--- config.mk ---
export PLATFORM = sky130hd
export DESIGN_NAME = branch_resolve_unit_flat
export DESIGN_NICKNAME = d
export VERILOG_FILES = /design/src/rtl/riscv_pkg.sv /design/src/rtl/branch_resolve_unit_if.sv /design/src/rtl/branch_resolve_unit_decide.sv /design/src/rtl/branch_resolve_unit.sv /design/src/flat_wrapper.sv
export SDC_FILE = /design/constraint.sdc
export NUM_CORES = 1
export LEC_CHECK = 0
export CAP_MARGIN = 5
export CORE_ASPECT_RATIO = 0.5
export CORE_MARGIN = 5
export CORE_UTILIZATION = 51
export DETAILED_ROUTE_END_ITERATION = 10
export PLACE_DENSITY = 0.86
export SYNTH_ARGS = -nofsm -noshare
export SYNTH_HDL_FRONTEND = slang
export SYNTH_SLANG_ARGS = --single-unit
--- constraint.sdc ---
create_clock -name clk -period 4.9 [get_ports clk]
set_input_delay 0.98 -clock clk [delete_from_list [all_inputs] [get_ports clk]]
set_output_delay 0.98 -clock clk [all_outputs]
set_load 0.02 [all_outputs]
--- src/rtl/riscv_pkg.sv ---
// Shared RV32I control constants for the branch resolve path: opcodes,
// branch funct3 encodings and the flush FSM state type.
package riscv_pkg;

  localparam logic [6:0] OP_BRANCH = 7'b1100011;
  localparam logic [6:0] OP_JAL    = 7'b1101111;
  localparam logic [6:0] OP_JALR   = 7'b1100111;

  typedef enum logic [2:0] {
    F3_BEQ  = 3'b000,
    F3_BNE  = 3'b001,
    F3_RSV2 = 3'b010,
    F3_RSV3 = 3'b011,
    F3_BLT  = 3'b100,
    F3_BGE  = 3'b101,
    F3_BLTU = 3'b110,
    F3_BGEU = 3'b111
  } br_f3_t;

  typedef enum logic [0:0] {
    FS_IDLE  = 1'b0,
    FS_FLUSH = 1'b1
  } flush_state_t;

endpackage

--- src/rtl/branch_resolve_unit_if.sv ---
// Execute-stage request, PC-select response and flush/debug signals of the
// branch resolve unit.
interface branch_resolve_unit_if #(
    parameter int XLEN = 32
);
    // Both sides use valid/ready: a beat transfers on a rising clock edge where
    // valid && ready; once valid is raised the payload holds until that edge.
    logic            in_valid;
    logic            in_ready;
    logic [6:0]      opcode;
    logic [2:0]      funct3;
    logic [XLEN-1:0] pc;
    logic [XLEN-1:0] rs1;
    logic [XLEN-1:0] imm_b;
    logic [XLEN-1:0] imm_j;
    logic [XLEN-1:0] imm_i;
    logic            eq;
    logic            lts;
    logic            ltu;
    logic            pred_taken;
    logic            out_valid;
    logic            out_ready;
    logic            taken;
    logic [XLEN-1:0] target;
    logic            mispredict;
    logic            illegal;
    logic            flush;
    logic            dbg_state;

    modport master (
        output in_valid, opcode, funct3, pc, rs1, imm_b, imm_j, imm_i,
               eq, lts, ltu, pred_taken, out_ready,
        input  in_ready, out_valid, taken, target, mispredict, illegal,
               flush, dbg_state
    );

    modport slave (
        input  in_valid, opcode, funct3, pc, rs1, imm_b, imm_j, imm_i,
               eq, lts, ltu, pred_taken, out_ready,
        output in_ready, out_valid, taken, target, mispredict, illegal,
               flush, dbg_state
    );
endinterface

--- src/rtl/branch_resolve_unit_decide.sv ---
// Conditional-branch decision: maps funct3 and the comparator flags to a
// taken bit and flags the two reserved funct3 codes as illegal.
module branch_decide
    import riscv_pkg::*;
(
    input  logic [2:0] funct3,
    input  logic       eq,
    input  logic       lts,
    input  logic       ltu,
    output logic       taken,
    output logic       illegal
);
    always_comb begin
        taken   = 1'b0;
        illegal = 1'b0;
        case (br_f3_t'(funct3))
            F3_BEQ:           taken   = eq;
            F3_BNE:           taken   = !eq;
            F3_BLT:           taken   = lts;
            F3_BGE:           taken   = !lts;
            F3_BLTU:          taken   = ltu;
            F3_BGEU:          taken   = !ltu;
            F3_RSV2, F3_RSV3: illegal = 1'b1;
            default:          ;
        endcase
    end
endmodule

--- src/rtl/branch_resolve_unit.sv ---
// Resolves RV32I branches/jumps, registers the decision in one valid/ready
// stage and requests a fixed-length pipeline flush on a retired mispredict.
module branch_resolve_unit
    import riscv_pkg::*;
#(
    parameter int XLEN         = 32,
    parameter int FLUSH_CYCLES = 2
) (
    input  logic                 clk,
    input  logic                 rst_n,
    branch_resolve_unit_if.slave bus
);
    localparam int          CW    = (FLUSH_CYCLES > 1) ? $clog2(FLUSH_CYCLES) : 1;
    localparam logic [0:0]  IDLE  = FS_IDLE;
    localparam logic [0:0]  FLUSH = FS_FLUSH;

    logic [0:0]      state;
    logic [CW-1:0]   cnt;
    logic            out_valid_q;
    logic            taken_q;
    logic [XLEN-1:0] target_q;
    logic            mis_q;
    logic            illegal_q;

    logic            br_taken;
    logic            br_illegal;
    logic            dec_taken;
    logic            dec_illegal;
    logic [XLEN-1:0] dec_target;
    logic [XLEN-1:0] pc_plus4;
    logic [XLEN-1:0] br_target;
    logic [XLEN-1:0] jal_target;
    logic [XLEN-1:0] jalr_sum;
    logic            in_ready;
    logic            accept;
    logic            retire;

    branch_decide u_decide (
        .funct3  (bus.funct3),
        .eq      (bus.eq),
        .lts     (bus.lts),
        .ltu     (bus.ltu),
        .taken   (br_taken),
        .illegal (br_illegal)
    );

    // All target adders wrap modulo 2^XLEN.
    assign pc_plus4   = bus.pc + XLEN'(4);
    assign br_target  = bus.pc + bus.imm_b;
    assign jal_target = bus.pc + bus.imm_j;
    assign jalr_sum   = bus.rs1 + bus.imm_i;

    always_comb begin
        dec_taken   = 1'b0;
        dec_illegal = 1'b0;
        dec_target  = pc_plus4;
        case (bus.opcode)
            OP_BRANCH: begin
                dec_taken   = br_taken;
                dec_illegal = br_illegal;
                if (br_taken) dec_target = br_target;
            end
            OP_JAL: begin
                dec_taken  = 1'b1;
                dec_target = jal_target;
            end
            OP_JALR: begin
                dec_taken  = 1'b1;
                dec_target = {jalr_sum[XLEN-1:1], 1'b0};
            end
            default: ;
        endcase
    end

    assign in_ready = (state == IDLE) && (!out_valid_q || bus.out_ready);
    assign accept   = bus.in_valid && in_ready;
    assign retire   = out_valid_q && bus.out_ready;

    always_ff @(posedge clk or negedge rst_n) begin
        if (!rst_n) begin
            out_valid_q <= 1'b0;
            taken_q     <= 1'b0;
            target_q    <= '0;
            mis_q       <= 1'b0;
            illegal_q   <= 1'b0;
        end else if (accept) begin
            out_valid_q <= 1'b1;
            taken_q     <= dec_taken;
            target_q    <= dec_target;
            mis_q       <= dec_taken != bus.pred_taken;
            illegal_q   <= dec_illegal;
        end else if (bus.out_ready) begin
            out_valid_q <= 1'b0;
        end
    end

    // FLUSH is held for exactly FLUSH_CYCLES cycles: load N-1, leave at zero.
    always_ff @(posedge clk or negedge rst_n) begin
        if (!rst_n) begin
            state <= IDLE;
            cnt   <= '0;
        end else begin
            case (state)
                IDLE: begin
                    if (retire && mis_q) begin
                        state <= FLUSH;
                        cnt   <= CW'(FLUSH_CYCLES - 1);
                    end
                end
                FLUSH: begin
                    if (cnt == '0) state <= IDLE;
                    else           cnt   <= cnt - CW'(1);
                end
                default: state <= IDLE;
            endcase
        end
    end

    assign bus.in_ready   = in_ready;
    assign bus.out_valid  = out_valid_q;
    assign bus.taken      = taken_q;
    assign bus.target     = target_q;
    assign bus.mispredict = out_valid_q && mis_q;
    assign bus.illegal    = illegal_q;
    assign bus.flush      = (state == FLUSH);
    assign bus.dbg_state  = state;
endmodule
--- src/flat_wrapper.sv ---
// flat-port wrapper written by rule: the top's interface ports become plain ports
module branch_resolve_unit_flat import riscv_pkg::*;
#(
    parameter int XLEN         = 32,
    parameter int FLUSH_CYCLES = 2
)
  (clk, rst_n, bus_in_valid, bus_opcode, bus_funct3, bus_pc, bus_rs1, bus_imm_b, bus_imm_j, bus_imm_i, bus_eq, bus_lts, bus_ltu, bus_pred_taken, bus_out_ready, bus_in_ready, bus_out_valid, bus_taken, bus_target, bus_mispredict, bus_illegal, bus_flush, bus_dbg_state);
  branch_resolve_unit_if #(.XLEN(XLEN)) bus_i ();
  input  logic clk;
  input  logic rst_n;
  input wire logic [$bits(bus_i.in_valid)-1:0] bus_in_valid;
  input wire logic [$bits(bus_i.opcode)-1:0] bus_opcode;
  input wire logic [$bits(bus_i.funct3)-1:0] bus_funct3;
  input wire logic [$bits(bus_i.pc)-1:0] bus_pc;
  input wire logic [$bits(bus_i.rs1)-1:0] bus_rs1;
  input wire logic [$bits(bus_i.imm_b)-1:0] bus_imm_b;
  input wire logic [$bits(bus_i.imm_j)-1:0] bus_imm_j;
  input wire logic [$bits(bus_i.imm_i)-1:0] bus_imm_i;
  input wire logic [$bits(bus_i.eq)-1:0] bus_eq;
  input wire logic [$bits(bus_i.lts)-1:0] bus_lts;
  input wire logic [$bits(bus_i.ltu)-1:0] bus_ltu;
  input wire logic [$bits(bus_i.pred_taken)-1:0] bus_pred_taken;
  input wire logic [$bits(bus_i.out_ready)-1:0] bus_out_ready;
  output wire logic [$bits(bus_i.in_ready)-1:0] bus_in_ready;
  output wire logic [$bits(bus_i.out_valid)-1:0] bus_out_valid;
  output wire logic [$bits(bus_i.taken)-1:0] bus_taken;
  output wire logic [$bits(bus_i.target)-1:0] bus_target;
  output wire logic [$bits(bus_i.mispredict)-1:0] bus_mispredict;
  output wire logic [$bits(bus_i.illegal)-1:0] bus_illegal;
  output wire logic [$bits(bus_i.flush)-1:0] bus_flush;
  output wire logic [$bits(bus_i.dbg_state)-1:0] bus_dbg_state;
  assign bus_i.in_valid = bus_in_valid;
  assign bus_i.opcode = bus_opcode;
  assign bus_i.funct3 = bus_funct3;
  assign bus_i.pc = bus_pc;
  assign bus_i.rs1 = bus_rs1;
  assign bus_i.imm_b = bus_imm_b;
  assign bus_i.imm_j = bus_imm_j;
  assign bus_i.imm_i = bus_imm_i;
  assign bus_i.eq = bus_eq;
  assign bus_i.lts = bus_lts;
  assign bus_i.ltu = bus_ltu;
  assign bus_i.pred_taken = bus_pred_taken;
  assign bus_i.out_ready = bus_out_ready;
  assign bus_in_ready = bus_i.in_ready;
  assign bus_out_valid = bus_i.out_valid;
  assign bus_taken = bus_i.taken;
  assign bus_target = bus_i.target;
  assign bus_mispredict = bus_i.mispredict;
  assign bus_illegal = bus_i.illegal;
  assign bus_flush = bus_i.flush;
  assign bus_dbg_state = bus_i.dbg_state;
  branch_resolve_unit #(.XLEN(XLEN), .FLUSH_CYCLES(FLUSH_CYCLES)) u_core (.clk(clk), .rst_n(rst_n), .bus(bus_i));
endmodule
-- Word-level counts from Yosys, hierarchy flattened
Cells that the tools add are included.
W data, S select, Z words.
- flip-flop bits (word level): 38
- input port bits: 178
- logic and storage cells: 53
- multiplexer cells: 14
- bitwise operators: 1
- equal/unequal tests: 12
- add/subtract/negate cells: 5
- reductions and logical operators: 14
- operators with widths (operator ; number):
    $add A32 B32 Y32 ; 3
    $pmux W32 S3 ; 1
    $add A32 B3 Y32 const B ; 1
    $mux W32 ; 1
    $eq A7 B7 Y1 const B ; 3
    $eq A3 B3 Y1 const B ; 4
    $mux W1 ; 8
    $eq A3 B2 Y1 const B ; 2
    $pmux W1 S2 ; 3
    $pmux W1 S6 ; 1
    $logic_and A1 B1 Y1 ; 5
    $logic_not A1 Y1 ; 4
    $reduce_or A2 Y1 ; 2
    $eq A3 B1 Y1 const B ; 1
    $logic_not A3 Y1 ; 1
    $ne A2 B2 Y1 const B ; 1
    $reduce_bool A2 Y1 ; 1
    $logic_or A1 B1 Y1 ; 1
    $ne A1 B1 Y1 ; 1
    $not A1 Y1 ; 1
    $sub A1 B1 Y1 const B ; 1

-- Longest topological paths before layout
- depth after elaboration: 5
- gate-level depth with buffers: 11
- gate-level depth less buffers: 11

-- Hierarchy
From an unflattened synthesis, not the netlist that was laid out.
- cell total of the unflattened synthesis: 959
- area, all modules: 7209.4 µm²
- by module, submodules not included (module ; area an instance (µm²) ; times used ; cells each):
    branch_resolve_unit ; 7154.4 ; 1 ; 952
    branch_decide ; 55.1 ; 1 ; 7

-- Least setup slack after synthesis
OpenSTA, ideal clock, no wires.
- path type: input to register
- start point: input port bus_imm_j[0]
- end point: register u_core.target_q[26], in the netlist u_core.bus.target[26]
- path buffers: 0
- setup time: 0.134 ns
- slack: 1.511 ns
- arrival: 3.255 ns
- stages on the path: 10
- path through: ha_1 -> fa_1 -> a211oi_1 -> o21ai_0 -> nand2_1 -> o211ai_1 -> a211oi_1 -> o21ai_0 -> a2111oi_0 -> a21oi_1
- longest elaborated chain between the ends: 2
- RTL lines (element ; line ; source):
    start, declared ; flat_wrapper.sv:17 ; input wire logic [$bits(bus_i.imm_j)-1:0] bus_imm_j;
    $add A32 B32 Y32 ; branch_resolve_unit.sv:50 ; assign jal_target = bus.pc + bus.imm_j;
    $pmux W32 S3 ; branch_resolve_unit.sv:57 ; case (bus.opcode)
    end signal, assigned ; branch_resolve_unit.sv:89 ; target_q <= dec_target;
    end, declared ; branch_resolve_unit.sv:21 ; logic [XLEN-1:0] target_q;
Every way passes these cells.
A chain may end at the register's enable or synchronous reset.

-- Final worst setup path
- start point: input port bus_pc[0]
- end point: register u_core.target_q[26], in the netlist u_core.bus.target[26]
- longest elaborated chain between the ends: 3
- RTL lines (element ; line ; source):
    start, declared ; flat_wrapper.sv:14 ; input wire logic [$bits(bus_i.pc)-1:0] bus_pc;
    $add A32 B3 Y32 or $add A32 B32 Y32 (tied branches) ; branch_resolve_unit.sv:48, branch_resolve_unit.sv:49 ;
    $mux W32 ; branch_resolve_unit.sv:61 ; if (br_taken) dec_target = br_target;
    $pmux W32 S3 * ; branch_resolve_unit.sv:57 ;
Every way passes the cells marked *; elsewhere a longest branch is shown, timed or not.

==> results_dict.tcl <==
set metrics [dict create \
    status "finished, final reports clean" \
    vias_per_cell 6.50 \
    async_flop_share_pct 100 \
    h-tree-depth 2 \
    yosysTopAreaCellShare_pct 14.4 \
    grtUsageTotal_pct 33.2 \
    antenna_found_initial 0 \
    num_io_pins 217 \
    holdWs_ps 478 \
    critPathBufInv 1 \
    rows 32 \
    stdcell_area_mm2 0.0105 \
    drt_iter0_drc 1102 \
    drtAntennaViolNets 0 \
    max_stage_delay_ps 540 \
    die_area_mm2 0.0186 \
    post-cts-setup-buffer-count 0 \
    seq_area_frac_synth_pct 11.8 \
    num_vias 9801 \
    worstSkewPairLatency_ps 300 \
    startpoint_type "primary input" \
    grt_overflow 0 \
    finalWirelength_mm 32.0 \
    cts_buffers 5 \
    ctsHoldBuffers 0 \
    slew_violations 0 \
    synth_top_area_cell "ha_1" \
    worst_slew_pin_slew_ps 1100 \
    root_buffer "clkbuf_16" \
    synth_edf_count 0 \
    ys_ff_latch 38 \
    coreArea_mm2 0.0155 \
    hold_violations 0 \
    fin_nets 1578 \
    worstPathMaxFanout 4 \
    min_from "u_core.mis_q" \
    skew_ps 3.37 \
    drive_gt1_share_pct 3.37 \
    clockBufferDepth 2 \
    start_util_pct 52.2 \
    min_path_type "flop to flop" \
    gp_congestion 0.971 \
    drcViolationCount 0 \
    diodes 0 \
    period_share_pct 82.7 \
    cts_resized 0 \
    grt_pass1_vias 9393 \
    synth-main-ff-cell "dfrtp_1" \
    relSlewSlack_pct 26.6 \
    critPathKind "primary input to flop" \
    critPathRequiredTime_ps 5080 \
    ir_drop_mv 0.241 \
    fp.dieH_um 98.9 \
    worstPathArrival_ps 4230 \
    chipWidth_um 188 \
    syn-instance-count 1113 \
    powerDensity_mw_per_mm2 232 \
    grt_pass1_wl_mm 49.9 \
    cts_tree "built" \
    ys_warn_count 0 \
    cp_slowest_cell "a211oi_1" \
    area_growth_pct 30.2 \
    dp.final_hpwl_mm 26.1 \
    synth.distinct_cells 73 \
    min_period_ps 4050 \
    dr.max_layer_used "met4" \
    p_leak_nw 4.33 \
    synth_top_cells_by_count "nand2_1, nor2_1, a21oi_1, ha_1, o21ai_0" \
    fin_util_pct 68.0 \
    clkSinkCount 38 \
    path_cells "clkdlybuf4s50_1 -> ha_1 -> fa_1 -> a211oi_1 -> o21ai_0 -> nand2_1 -> o211ai_1 -> a211oi_1 -> o21ai_0 -> a2111oi_0 -> a21oi_1" \
    synth.most_common_cell "nand2_1" \
    critPathLaunch "bus_pc[0]" \
    fmaxAchievable_mhz 247 \
    synth_area_mm2 0.00807 \
    synth_fp_nets 1387 \
    io_buffers 216 \
    maxCapViolCount 0 \
    wl_met3_mm 3.24 \
    wl_met1_mm 13.7 \
    rr_startpoint "u_core.bus.dbg_state" \
    crit_family "compound AO/OA/AOI/OAI gates" \
    dr.pass1.iters 5 \
    syn_area_per_cell_um2 7.25 \
    wl_per_cell_um 21.2 \
    cts.reportedPaths.clkPinSlew_ps 70 \
    yosys-top-cells-area "ha_1, dfrtp_1, a21oi_1" \
    wl_met2_mm 14.2 \
    setup_tns_ps 0 \
    grt_max_degree 39 \
    setup_viol 0 \
    place_area_mm2 0.0104 \
    critPathCaptureType "flop" \
    rsz0062_at_grt "no" \
]
cell usage in the layout, fill, tap and decap left out, types with 7 or more instances in the layout:
cell type and instances:
nor4_1 7, xnor2_1 48, o31ai_1 11, xor2_1 43, mux2i_1 17, and3_1 17
or3_1 9, and4_1 9, buf_4 16, o21a_1 15, o22ai_1 10, nand3_1 39
a31oi_1 26, and2_1 15, a211oi_1 17, nand2b_1 10, inv_1 32, nand2_1 107
nor3_1 19, ha_1 93, a221oi_1 20, a21oi_1 101, o21bai_1 8, nor2b_1 7
nand4_1 24, o21ai_0 71, a21o_1 42, clkdlybuf4s50_1 215, o211ai_1 11, o221ai_1 8
dfrtp_1 38, nor2_1 102
metrics by stage:
step / setup WS (ps) / total power, W / std cells
after floorplan: 1510 / 0.00139 / 1113
after global placement: 652 / 0.00204 / 1501
after detailed placement: 611 / 0.00206 / 1501
after CTS: 925 / 0.00241 / 1508
after global routing: 593 / 0.00257 / 1508
final: 848 / 0.00244 / 1508
cell type report:
class	instances	area [um^2]
timing repair buffer	232	2280
inverter	32	120
tap	204	255
multi-input combinational	995	6770
clock buffer	5	125
fill	1350	4950
clock inverter	2	10.0
sequential	38	951
worst paths after layout:
path / to / slack, ps / depth (start not counted)
worst max-delay path: u_core.bus.target[26] / 850 / 11
worst min-delay path: u_core.mis_q / 480 / 2
worst max register to register: u_core.bus.target[25] / 2730 / 7
worst min register to register: u_core.mis_q / 480 / 2
max in group asynchronous: u_core.bus.target[29] / 3370 / 1
min in group asynchronous: u_core.bus.taken / 870 / 1
routing by layer:
layer | vias up | track usage [%]
met5 | - | 0
met4 | 0 | 8.74
met3 | 81 | 6.55
met2 | 545 | 54.4
met1 | 4565 | 44.9
li1 | 4610 | -
registers in the layout, summed over array words and instances (netlist names):
| signal | count |
|---|---|
| u_core.mis_q | 1 |
| u_core.bus.out_valid | 1 |
| u_core.bus.target | 32 |
| u_core.bus.illegal | 1 |
| u_core.bus.taken | 1 |
| u_core.cnt | 1 |
| u_core.bus.dbg_state | 1 |
where the power goes:
part           total [W]  switching (W)  internal [W]  leakage (nW)
Combinational    0.00158       0.000871      0.000707          3.82
Sequential      0.000513      0.0000845      0.000428         0.436
Clock           0.000345       0.000160      0.000185        0.0694
worst reg2reg max path, cell delays in order, from the launching register on:
cell	delay, ps
dfrtp_1	440
a21oi_1	320
nand2_1	100
buf_4	260
o221ai_1	250
o211ai_1	180
nor4_1	380
a21oi_1	110
logic make-up after synthesis:
group,after synthesis,share of synthesized area [%]
buffers and inverters,80,4.34
and+or+nand+nor,385,23.1
AOI/OAI and AO/OA,406,33.6
adders and majority gates,96,15.2
xor gates and xnor gates,91,9.88
muxes,17,2.11
DFF,38,11.8
(Power assumes the default switching activity.)
